<file path="config.mk">
export PLATFORM = sky130hd
export DESIGN_NAME = video_timing_gen_flat
export DESIGN_NICKNAME = d
export VERILOG_FILES = /design/src/rtl/video_timing_gen_if.sv /design/src/rtl/video_timing_gen.sv /design/src/flat_wrapper.sv
export SDC_FILE = /design/constraint.sdc
export NUM_CORES = 1
export LEC_CHECK = 0
export CAP_MARGIN = 40
export CORE_ASPECT_RATIO = 0.6
export CORE_MARGIN = 3
export CORE_UTILIZATION = 35
export DETAILED_ROUTE_END_ITERATION = 8
export REMOVE_ABC_BUFFERS = 1
export SKIP_CTS_REPAIR_TIMING = 1
export SLEW_MARGIN = 20
export SYNTH_ARGS = -nofsm -noshare
export SYNTH_HDL_FRONTEND = slang
export SYNTH_SLANG_ARGS = --single-unit
</file>
<file path="constraint.sdc">
create_clock -name clk -period 5.25 [get_ports clk]
set_input_delay 0.525 -clock clk [delete_from_list [all_inputs] [get_ports clk]]
set_output_delay 0.525 -clock clk [all_outputs]
set_load 0.02 [all_outputs]
</file>
<file path="src/rtl/video_timing_gen_if.sv">
// Pixel-stream bundle between the timing generator and its consumer.
// The generator takes the master side; a sink or bench takes the slave side.
interface video_timing_gen_if #(
    parameter int CW = 12
);
    logic          ce;
    logic          resync;
    logic [1:0]    mode;
    logic [CW-1:0] x;
    logic [CW-1:0] y;
    logic          de;
    logic          hsync;
    logic          vsync;
    logic [7:0]    red;
    logic [7:0]    green;
    logic [7:0]    blue;
    logic          sol;
    logic          sof;
    logic [15:0]   frame_cnt;

    modport master (
        input  ce, resync, mode,
        output x, y, de, hsync, vsync,
        output red, green, blue, sol, sof, frame_cnt
    );

    modport slave (
        output ce, resync, mode,
        input  x, y, de, hsync, vsync,
        input  red, green, blue, sol, sof, frame_cnt
    );
endinterface

</file>
<file path="src/rtl/video_timing_gen.sv">
// Raster timing generator with sync, enable and test-pattern outputs.
// Every output is registered one ce-advance behind the internal counters.
module video_timing_gen #(
    parameter int H_ACTIVE = 640,
    parameter int H_FP     = 16,
    parameter int H_SYNC   = 96,
    parameter int H_BP     = 48,
    parameter int V_ACTIVE = 480,
    parameter int V_FP     = 10,
    parameter int V_SYNC   = 2,
    parameter int V_BP     = 33,
    parameter bit HS_POL   = 1'b1,
    parameter bit VS_POL   = 1'b1,
    parameter int CW       = 12
) (
    input  logic               clk,
    input  logic               reset,
    video_timing_gen_if.master vif
);
    localparam int H_TOTAL = H_ACTIVE + H_FP + H_SYNC + H_BP;
    localparam int V_TOTAL = V_ACTIVE + V_FP + V_SYNC + V_BP;
    localparam int BAR_W   = H_ACTIVE / 8;

    localparam logic [CW-1:0] H_LAST   = CW'(H_TOTAL - 1);
    localparam logic [CW-1:0] V_LAST   = CW'(V_TOTAL - 1);
    localparam logic [CW-1:0] H_ACT    = CW'(H_ACTIVE);
    localparam logic [CW-1:0] V_ACT    = CW'(V_ACTIVE);
    localparam logic [CW-1:0] HS_BEG   = CW'(H_ACTIVE + H_FP);
    localparam logic [CW-1:0] HS_END   = CW'(H_ACTIVE + H_FP + H_SYNC);
    localparam logic [CW-1:0] VS_BEG   = CW'(V_ACTIVE + V_FP);
    localparam logic [CW-1:0] VS_END   = CW'(V_ACTIVE + V_FP + V_SYNC);
    localparam logic [CW-1:0] BAR_LAST = CW'(BAR_W - 1);

    if ((H_TOTAL - 1) >= (1 << CW) || (V_TOTAL - 1) >= (1 << CW)) begin : g_cw_err
        $error("CW cannot hold H_TOTAL-1 / V_TOTAL-1");
    end

    logic [CW-1:0] hc_q, hc_d, vc_q, vc_d;
    logic [CW-1:0] bpix_q, bpix_d;
    logic [2:0]    bar_q, bar_d;
    logic [1:0]    mode_q;
    logic [15:0]   frm_q, frm_d;

    logic [CW-1:0] x_q, y_q;
    logic          de_q, hs_q, vs_q, sol_q, sof_q;
    logic [23:0]   rgb_q;
    logic [15:0]   fc_q;

    logic          h_wrap, v_wrap;
    logic          de_c, hs_c, vs_c;
    logic [23:0]   rgb_c;

    assign h_wrap = (hc_q == H_LAST);
    assign v_wrap = (vc_q == V_LAST);

    always_comb begin
        hc_d   = h_wrap ? '0 : hc_q + 1'b1;
        vc_d   = vc_q;
        frm_d  = frm_q;
        bar_d  = bar_q;
        bpix_d = bpix_q;
        if (h_wrap) begin
            vc_d = v_wrap ? '0 : vc_q + 1'b1;
            if (v_wrap) frm_d = frm_q + 16'd1;
        end
        // Bar index tracks hc without a divider and sticks at the last bar.
        if (h_wrap) begin
            bar_d  = '0;
            bpix_d = '0;
        end else if (bar_q != 3'd7) begin
            if (bpix_q == BAR_LAST) begin
                bar_d  = bar_q + 3'd1;
                bpix_d = '0;
            end else begin
                bpix_d = bpix_q + 1'b1;
            end
        end
    end

    always_comb begin
        de_c  = (hc_q < H_ACT) && (vc_q < V_ACT);
        hs_c  = (hc_q >= HS_BEG && hc_q < HS_END) ? HS_POL : ~HS_POL;
        vs_c  = (vc_q >= VS_BEG && vc_q < VS_END) ? VS_POL : ~VS_POL;
        rgb_c = '0;
        unique case (mode_q)
            2'd0: rgb_c = '0;
            2'd1: rgb_c = {{8{~bar_q[1]}}, {8{~bar_q[2]}}, {8{~bar_q[0]}}};
            2'd2: rgb_c = {hc_q[7:0], vc_q[7:0], frm_q[7:0]};
            2'd3: rgb_c = (hc_q[4:0] == 5'd0 || vc_q[4:0] == 5'd0) ? '1 : '0;
        endcase
        if (!de_c) rgb_c = '0;
    end

    always_ff @(posedge clk or posedge reset) begin
        if (reset) begin
            hc_q   <= '0;
            vc_q   <= '0;
            bar_q  <= '0;
            bpix_q <= '0;
            mode_q <= '0;
            frm_q  <= '0;
            x_q    <= '0;
            y_q    <= '0;
            de_q   <= 1'b0;
            hs_q   <= ~HS_POL;
            vs_q   <= ~VS_POL;
            rgb_q  <= '0;
            sol_q  <= 1'b0;
            sof_q  <= 1'b0;
            fc_q   <= '0;
        end else begin
            sol_q <= 1'b0;
            sof_q <= 1'b0;
            if (vif.resync) begin
                hc_q   <= '0;
                vc_q   <= '0;
                bar_q  <= '0;
                bpix_q <= '0;
                mode_q <= vif.mode;
            end else if (vif.ce) begin
                hc_q   <= hc_d;
                vc_q   <= vc_d;
                bar_q  <= bar_d;
                bpix_q <= bpix_d;
                frm_q  <= frm_d;
                if (h_wrap && v_wrap) mode_q <= vif.mode;
                x_q    <= hc_q;
                y_q    <= vc_q;
                de_q   <= de_c;
                hs_q   <= hs_c;
                vs_q   <= vs_c;
                rgb_q  <= rgb_c;
                sol_q  <= (hc_q == '0);
                sof_q  <= (hc_q == '0) && (vc_q == '0);
                fc_q   <= frm_q;
            end
        end
    end

    assign vif.x         = x_q;
    assign vif.y         = y_q;
    assign vif.de        = de_q;
    assign vif.hsync     = hs_q;
    assign vif.vsync     = vs_q;
    assign vif.red       = rgb_q[23:16];
    assign vif.green     = rgb_q[15:8];
    assign vif.blue      = rgb_q[7:0];
    assign vif.sol       = sol_q;
    assign vif.sof       = sof_q;
    assign vif.frame_cnt = fc_q;
endmodule

</file>
<file path="src/flat_wrapper.sv">
// flat-port wrapper written by rule: the top's interface ports become plain ports
module video_timing_gen_flat 
#(
    parameter int H_ACTIVE = 640,
    parameter int H_FP     = 16,
    parameter int H_SYNC   = 96,
    parameter int H_BP     = 48,
    parameter int V_ACTIVE = 480,
    parameter int V_FP     = 10,
    parameter int V_SYNC   = 2,
    parameter int V_BP     = 33,
    parameter bit HS_POL   = 1'b1,
    parameter bit VS_POL   = 1'b1,
    parameter int CW       = 12
)
  (clk, reset, vif_ce, vif_resync, vif_mode, vif_x, vif_y, vif_de, vif_hsync, vif_vsync, vif_red, vif_green, vif_blue, vif_sol, vif_sof, vif_frame_cnt);
  video_timing_gen_if #(.CW(CW)) vif_i ();
  input  logic clk;
  input  logic reset;
  input wire logic [$bits(vif_i.ce)-1:0] vif_ce;
  input wire logic [$bits(vif_i.resync)-1:0] vif_resync;
  input wire logic [$bits(vif_i.mode)-1:0] vif_mode;
  output wire logic [$bits(vif_i.x)-1:0] vif_x;
  output wire logic [$bits(vif_i.y)-1:0] vif_y;
  output wire logic [$bits(vif_i.de)-1:0] vif_de;
  output wire logic [$bits(vif_i.hsync)-1:0] vif_hsync;
  output wire logic [$bits(vif_i.vsync)-1:0] vif_vsync;
  output wire logic [$bits(vif_i.red)-1:0] vif_red;
  output wire logic [$bits(vif_i.green)-1:0] vif_green;
  output wire logic [$bits(vif_i.blue)-1:0] vif_blue;
  output wire logic [$bits(vif_i.sol)-1:0] vif_sol;
  output wire logic [$bits(vif_i.sof)-1:0] vif_sof;
  output wire logic [$bits(vif_i.frame_cnt)-1:0] vif_frame_cnt;
  assign vif_i.ce = vif_ce;
  assign vif_i.resync = vif_resync;
  assign vif_i.mode = vif_mode;
  assign vif_x = vif_i.x;
  assign vif_y = vif_i.y;
  assign vif_de = vif_i.de;
  assign vif_hsync = vif_i.hsync;
  assign vif_vsync = vif_i.vsync;
  assign vif_red = vif_i.red;
  assign vif_green = vif_i.green;
  assign vif_blue = vif_i.blue;
  assign vif_sol = vif_i.sol;
  assign vif_sof = vif_i.sof;
  assign vif_frame_cnt = vif_i.frame_cnt;
  video_timing_gen #(.H_ACTIVE(H_ACTIVE), .H_FP(H_FP), .H_SYNC(H_SYNC), .H_BP(H_BP), .V_ACTIVE(V_ACTIVE), .V_FP(V_FP), .V_SYNC(V_SYNC), .V_BP(V_BP), .HS_POL(HS_POL), .VS_POL(VS_POL), .CW(CW)) u_core (.clk(clk), .reset(reset), .vif(vif_i));
endmodule
</file>
### After elaboration in Yosys (flattened, before gate mapping)

Index checks and enable logic that the tools add are counted.

* register bits after elaboration: 126
* input bits: 6
* output and inout bits: 69
* logic and storage cells: 88

* $add $sub $neg: 5
* magnitude comparators: 6
* equality and inequality tests: 7
* muxes and demuxes: 29
* bitwise operators: 4
* reductions and logical operators: 22

Operators with widths (count)
* $mux 12: 12
* $pmux 24 s4: 1
* $mux 24: 2
* $add 12x1->12 const B: 3
* $eq 12x10->1 const B: 2
* $logic_not 12->1: 2
* $lt 12x10->1 const B: 2
* $lt 12x9->1 const B: 2
* $add 16x1->16 const B: 1
* $mux 3: 5
* $eq 12x7->1 const B: 1
* $ge 12x10->1 const B: 1
* $ge 12x9->1 const B: 1
* $logic_not 5->1: 2
* $reduce_and 2->1: 4
* $mux 1: 6
* $mux 2: 3
* $reduce_bool 2->1: 3
* $reduce_bool 3->1: 2
* $logic_and 1x1->1: 5
* $eq 2x2->1 const B: 2
* $not 1->1: 4
* $reduce_and 4->1: 1
* $add 3x1->3 const B: 1
* other kinds (5): 5

### Logic depth before layout (Yosys ltp)

* depth after elaboration: 6
* gate-level depth with buffers: 8
* gate-level depth less buffers: 6

### Worst setup path before layout

Ideal clock, no wire load.

* path type: input-to-reg
* start: input vif_ce
* end: register u_core.mode_q[0]
* setup time: 0.125 ns
* arrival: 2.121 ns
* slack: 3.004 ns
* stages on the path: 5
* buffers on the path: 1
* cell sequence: or3b_2 > o41a_1 > clkbuf_1 > nor2_1 > mux2_2

* word-level cells in the longest chain between the ends: 2

Ends and longest elaborated chain
* start, declared: line flat_wrapper.sv:20 `input wire logic [$bits(vif_i.ce)-1:0] vif_ce;`
* $reduce_bool 2->1 (no source line)
* $reduce_and 2->1 (no source line)
* end signal, assigned: line video_timing_gen.sv:119 `mode_q <= vif.mode;`
* end signal, assigned: line video_timing_gen.sv:126 `if (h_wrap && v_wrap) mode_q <= vif.mode;`
* end, declared: line video_timing_gen.sv:41 `logic [1:0] mode_q;`

No other way between the ends.
A chain may end at the register's enable or synchronous reset.

### Worst setup path after layout

* start: input vif_resync
* end: register u_core.frm_q[1]

* word-level cells in the longest chain between the ends: 2

Ends and longest elaborated chain
* start, declared: line flat_wrapper.sv:21 `input wire logic [$bits(vif_i.resync)-1:0] vif_resync;`
* $not 1->1 (no source line)
* $reduce_and 4->1 (no source line)
* end signal, assigned: line video_timing_gen.sv:125 `frm_q <= frm_d;`
* end, declared: line video_timing_gen.sv:42 `logic [15:0] frm_q, frm_d;`

No other way between the ends.

==> flow_metrics.env <==
export IMPL_dpl_cell_area_um2=7000
export IMPL_power_frac_comb_pct=14.5
export IMPL_hold_path_startpoint="u_core.frm_q[15]"
export IMPL_power_density_nw_per_um2=356
export IMPL_vias=4851
export IMPL_wl_per_cell_um=18.0
export IMPL_hold_viol=0
export IMPL_fin_util_pct=46.0
export IMPL_end_kind="register"
export IMPL_cpMaxStageDelayCell="or4_1"
export IMPL_synth_cell_types=57
export IMPL_r2r_cells=6
export IMPL_netSwitchingFraction_pct=27.4
export IMPL_clock_sinks=126
export IMPL_max_freq_mhz=345
export IMPL_critPathKind="in2reg"
export IMPL_finalSetupTns_ps=0
export IMPL_cts_root_buf="clkbuf_16"
export IMPL_hold_path_end="u_core.frm_q[15]"
export IMPL_first_iter_violations=361
export IMPL_regToRegEndpoint="u_core.rgb_q[3]"
export IMPL_path_clk_slew_ps=60
export IMPL_finalPower_mw=2.72
export IMPL_die_w_um=176
export IMPL_async_reset_ff_share_pct=100
export IMPL_drt_pass1_iter_count=5
export IMPL_top_layer_used="met4"
export IMPL_yosysSeqAreaShare_pct=52.1
export IMPL_initial_core_util_pct=36.5
export IMPL_cts_tree="done"
export IMPL_cp_arrival_ps=3190
export IMPL_cp_start_kind="input pin"
export IMPL_synth_avg_cell_area_um2=10.5
export IMPL_internal_power_mw=1.97
export IMPL_grt_max_degree=45
export IMPL_ioPinCount=75
export IMPL_status="completed"
export IMPL_area_growth_pct=26.0
export IMPL_crit_required_ps=5540
export IMPL_routed_wl_mm=15.9
export IMPL_netlist_instances=577
export IMPL_slew_headroom_pct=47.5
export IMPL_cp_cell_sequence="clkdlybuf4s50_1 -> or4b_4 -> or4_1 -> nor2_1 -> mux2_2"
export IMPL_final_area_um2=7620
export IMPL_drc=0
export IMPL_antenna_found_initial=0
export IMPL_via_per_inst=5.50
export IMPL_grtUsageTotal_pct=17.2
export IMPL_ant_nets=0
export IMPL_skew_ps=13.6
export IMPL_cp_top_family="simple AND/OR/NAND/NOR gates"
export IMPL_met3_length_mm=1.13
export IMPL_layout_commonest_cell="dfrtp_1"
export IMPL_ir_drop_mv=0.175
export IMPL_slew_violations=0
export IMPL_slowest_delay_ps=730
export IMPL_power_frac_seq_pct=40.7
export IMPL_m1WireLength_mm=7.82
export IMPL_core_um2=16600
export IMPL_wl_met2_mm=6.82
export IMPL_ys_seq_elements=126
export IMPL_setup_viol=0
export IMPL_reg2reg_slack_ps=2680
export IMPL_power_switching_mw=0.745
export IMPL_ys_warn_count=0
export IMPL_die_y_um=108
export IMPL_clk_path_buf_depth=2
export IMPL_dpl_cell_count=849
export IMPL_fp_row_count=36
export IMPL_ys_flop_type="dfrtp_1"
export IMPL_synth_edf_count=0
export IMPL_p_leak_nw=3.33
export IMPL_rsz0062_at_grt="false"
export IMPL_layout_drive_gt1_share_pct=16.1
export IMPL_hold_depth=1
export IMPL_clkPwrFrac_pct=44.9
export IMPL_finalCriticalPeriod_ps=2900
export IMPL_hpwlAfterDp_mm=11.1
export IMPL_worst_pin_slew_ps=781
export IMPL_grt_pass1_wl_mm=25.9
export IMPL_stdcell_count=882
export IMPL_hold_class="reg2reg"
export IMPL_synth_cell_area_um2=6050
export IMPL_numPortBuffers=74
export IMPL_fin_crit_sh_pct=55.2
export IMPL_gp_congestion=0.839
export IMPL_fin_nets=655
export IMPL_max_cap_violations=0
export IMPL_overflow=0
export IMPL_grt_pass1_vias=4830
export IMPL_diodes=0
export IMPL_htree_num_levels=4
export IMPL_critPathMaxFanout=15
export IMPL_dieArea_um2=19000
export IMPL_path_buf_inv=1
export IMPL_cts_made_buffers=17
export IMPL_worstReg2RegStart="u_core.vc_q[1]"
export IMPL_layout_common_cells="dfrtp_1 (126), clkdlybuf4s50_1 (74), nand2_1 (54), o21ai_0 (41), mux2_2 (38)"
export IMPL_clk_latency_ps=420
flip-flops by register name, indices dropped and copies added, names as in the netlist:
| register | count |
|---|---|
| u_core.bpix_q | 12 |
| u_core.vif.sof | 1 |
| u_core.hc_q | 12 |
| u_core.vif.frame_cnt | 16 |
| u_core.vif.y | 12 |
| u_core.vif.vsync | 1 |
| u_core.rgb_q | 24 |
| u_core.mode_q | 2 |
| u_core.vif.hsync | 1 |
| u_core.vif.sol | 1 |
| u_core.vif.x | 12 |
| u_core.vif.de | 1 |
| u_core.vc_q | 12 |
| u_core.frm_q | 16 |
| u_core.bar_q | 3 |
power by group through the flow:
| stage | clock network [mW] | logic [mW] | registers [mW] |
|---|---|---|---|
| detailed placement | 0 | 0.395 | 1.12 |
| global placement | 0 | 0.385 | 1.12 |
| global route | 1.28 | 0.426 | 1.11 |
| floorplan | 0 | 0.136 | 1.18 |
| CTS | 1.24 | 0.396 | 1.10 |
| finish | 1.22 | 0.392 | 1.10 |
cell type report:
class	count	area, µm²
inverter	13	51.3
fill	1540	8950
timing repair buffer	87	850
sequential	126	3150
multi-input combinational	396	2670
clock buffer	17	425
clock inverter	15	186
tap	228	285
how the worst max path moves through the flow:
stage                from  depth (start not counted)          endpoint
2_1_floorplan       reset                          1   u_core.bar_q[0]
3_3_place_gp       vif_ce                          5   u_core.bar_q[0]
3_5_place_dp   vif_resync                          5   u_core.frm_q[1]
4_1_cts        vif_resync                          5  u_core.bpix_q[5]
5_1_grt        vif_resync                          5  u_core.bpix_q[5]
6_report       vif_resync                          5   u_core.frm_q[1]
routing by layer:
layer / vias up / GRT usage [%]
met4: 0 / 4.57
met2: 191 / 24.7
li1: 2242 / -
met3: 21 / 4.93
met1: 2397 / 25.3
met5: - / 0
per-stage QoR:
stage          hold WS [ps]  setup slack, ps
4_1_cts                 478             2350
6_report                474             2350
5_1_grt                 500             2210
2_1_floorplan           438             1370
3_5_place_dp            470             1930
3_3_place_gp            461             1800
synth_stat cells (all sizes together), types with 2 or more instances:
library cell | count | area (µm²)
mux2 | 38 | 428
dfrtp | 126 | 3150
o41ai | 4 | 61.3
a22oi | 2 | 15.0
nand2b | 7 | 43.8
or4 | 4 | 30.0
or4b | 4 | 47.6
and3 | 11 | 68.8
o32ai | 3 | 26.3
a21oi | 30 | 150
nand4b | 2 | 17.5
buf | 14 | 73.8
and4 | 4 | 35.0
a22o | 7 | 61.3
nand3 | 28 | 140
clkbuf | 28 | 105
or3 | 4 | 25.0
o21ai | 42 | 210
ha | 8 | 100
nor4 | 12 | 111
a311oi | 3 | 45.0
xnor2 | 2 | 17.5
nand4 | 14 | 87.6
or2 | 5 | 31.3
nand2 | 54 | 203
nor2 | 20 | 75.1
inv | 13 | 48.8
a41oi | 4 | 35.0
xor2 | 21 | 184
nor4b | 2 | 17.5
nor3 | 21 | 105
nor2b | 7 | 43.8
o2111ai | 2 | 17.5
o22ai | 6 | 37.5
a21bo | 2 | 20.0
a32oi | 2 | 17.5
a31oi | 9 | 56.3
o211ai | 2 | 15.0
worst reg2reg max path: stages (launching register included):
cell and delay [ps]:
dfrtp_1 470, inv_1 120, ha_1 170, or4b_2 680
a311oi_2 760, a21oi_1 80, o21ai_0 220
kinds of logic after synthesis:
group,after synthesis,synth area share (%)
AND/OR/NAND/NOR,203,18.5
flip-flops,126,52.1
AO/OA/AOI/OAI,124,13.6
buffers and inverters,55,3.76
multiplexers,38,7.07
XOR/XNOR,23,3.33
adder cells (fa/ha/maj),8,1.65
Note: power is estimated with default switching activity, not from simulation.
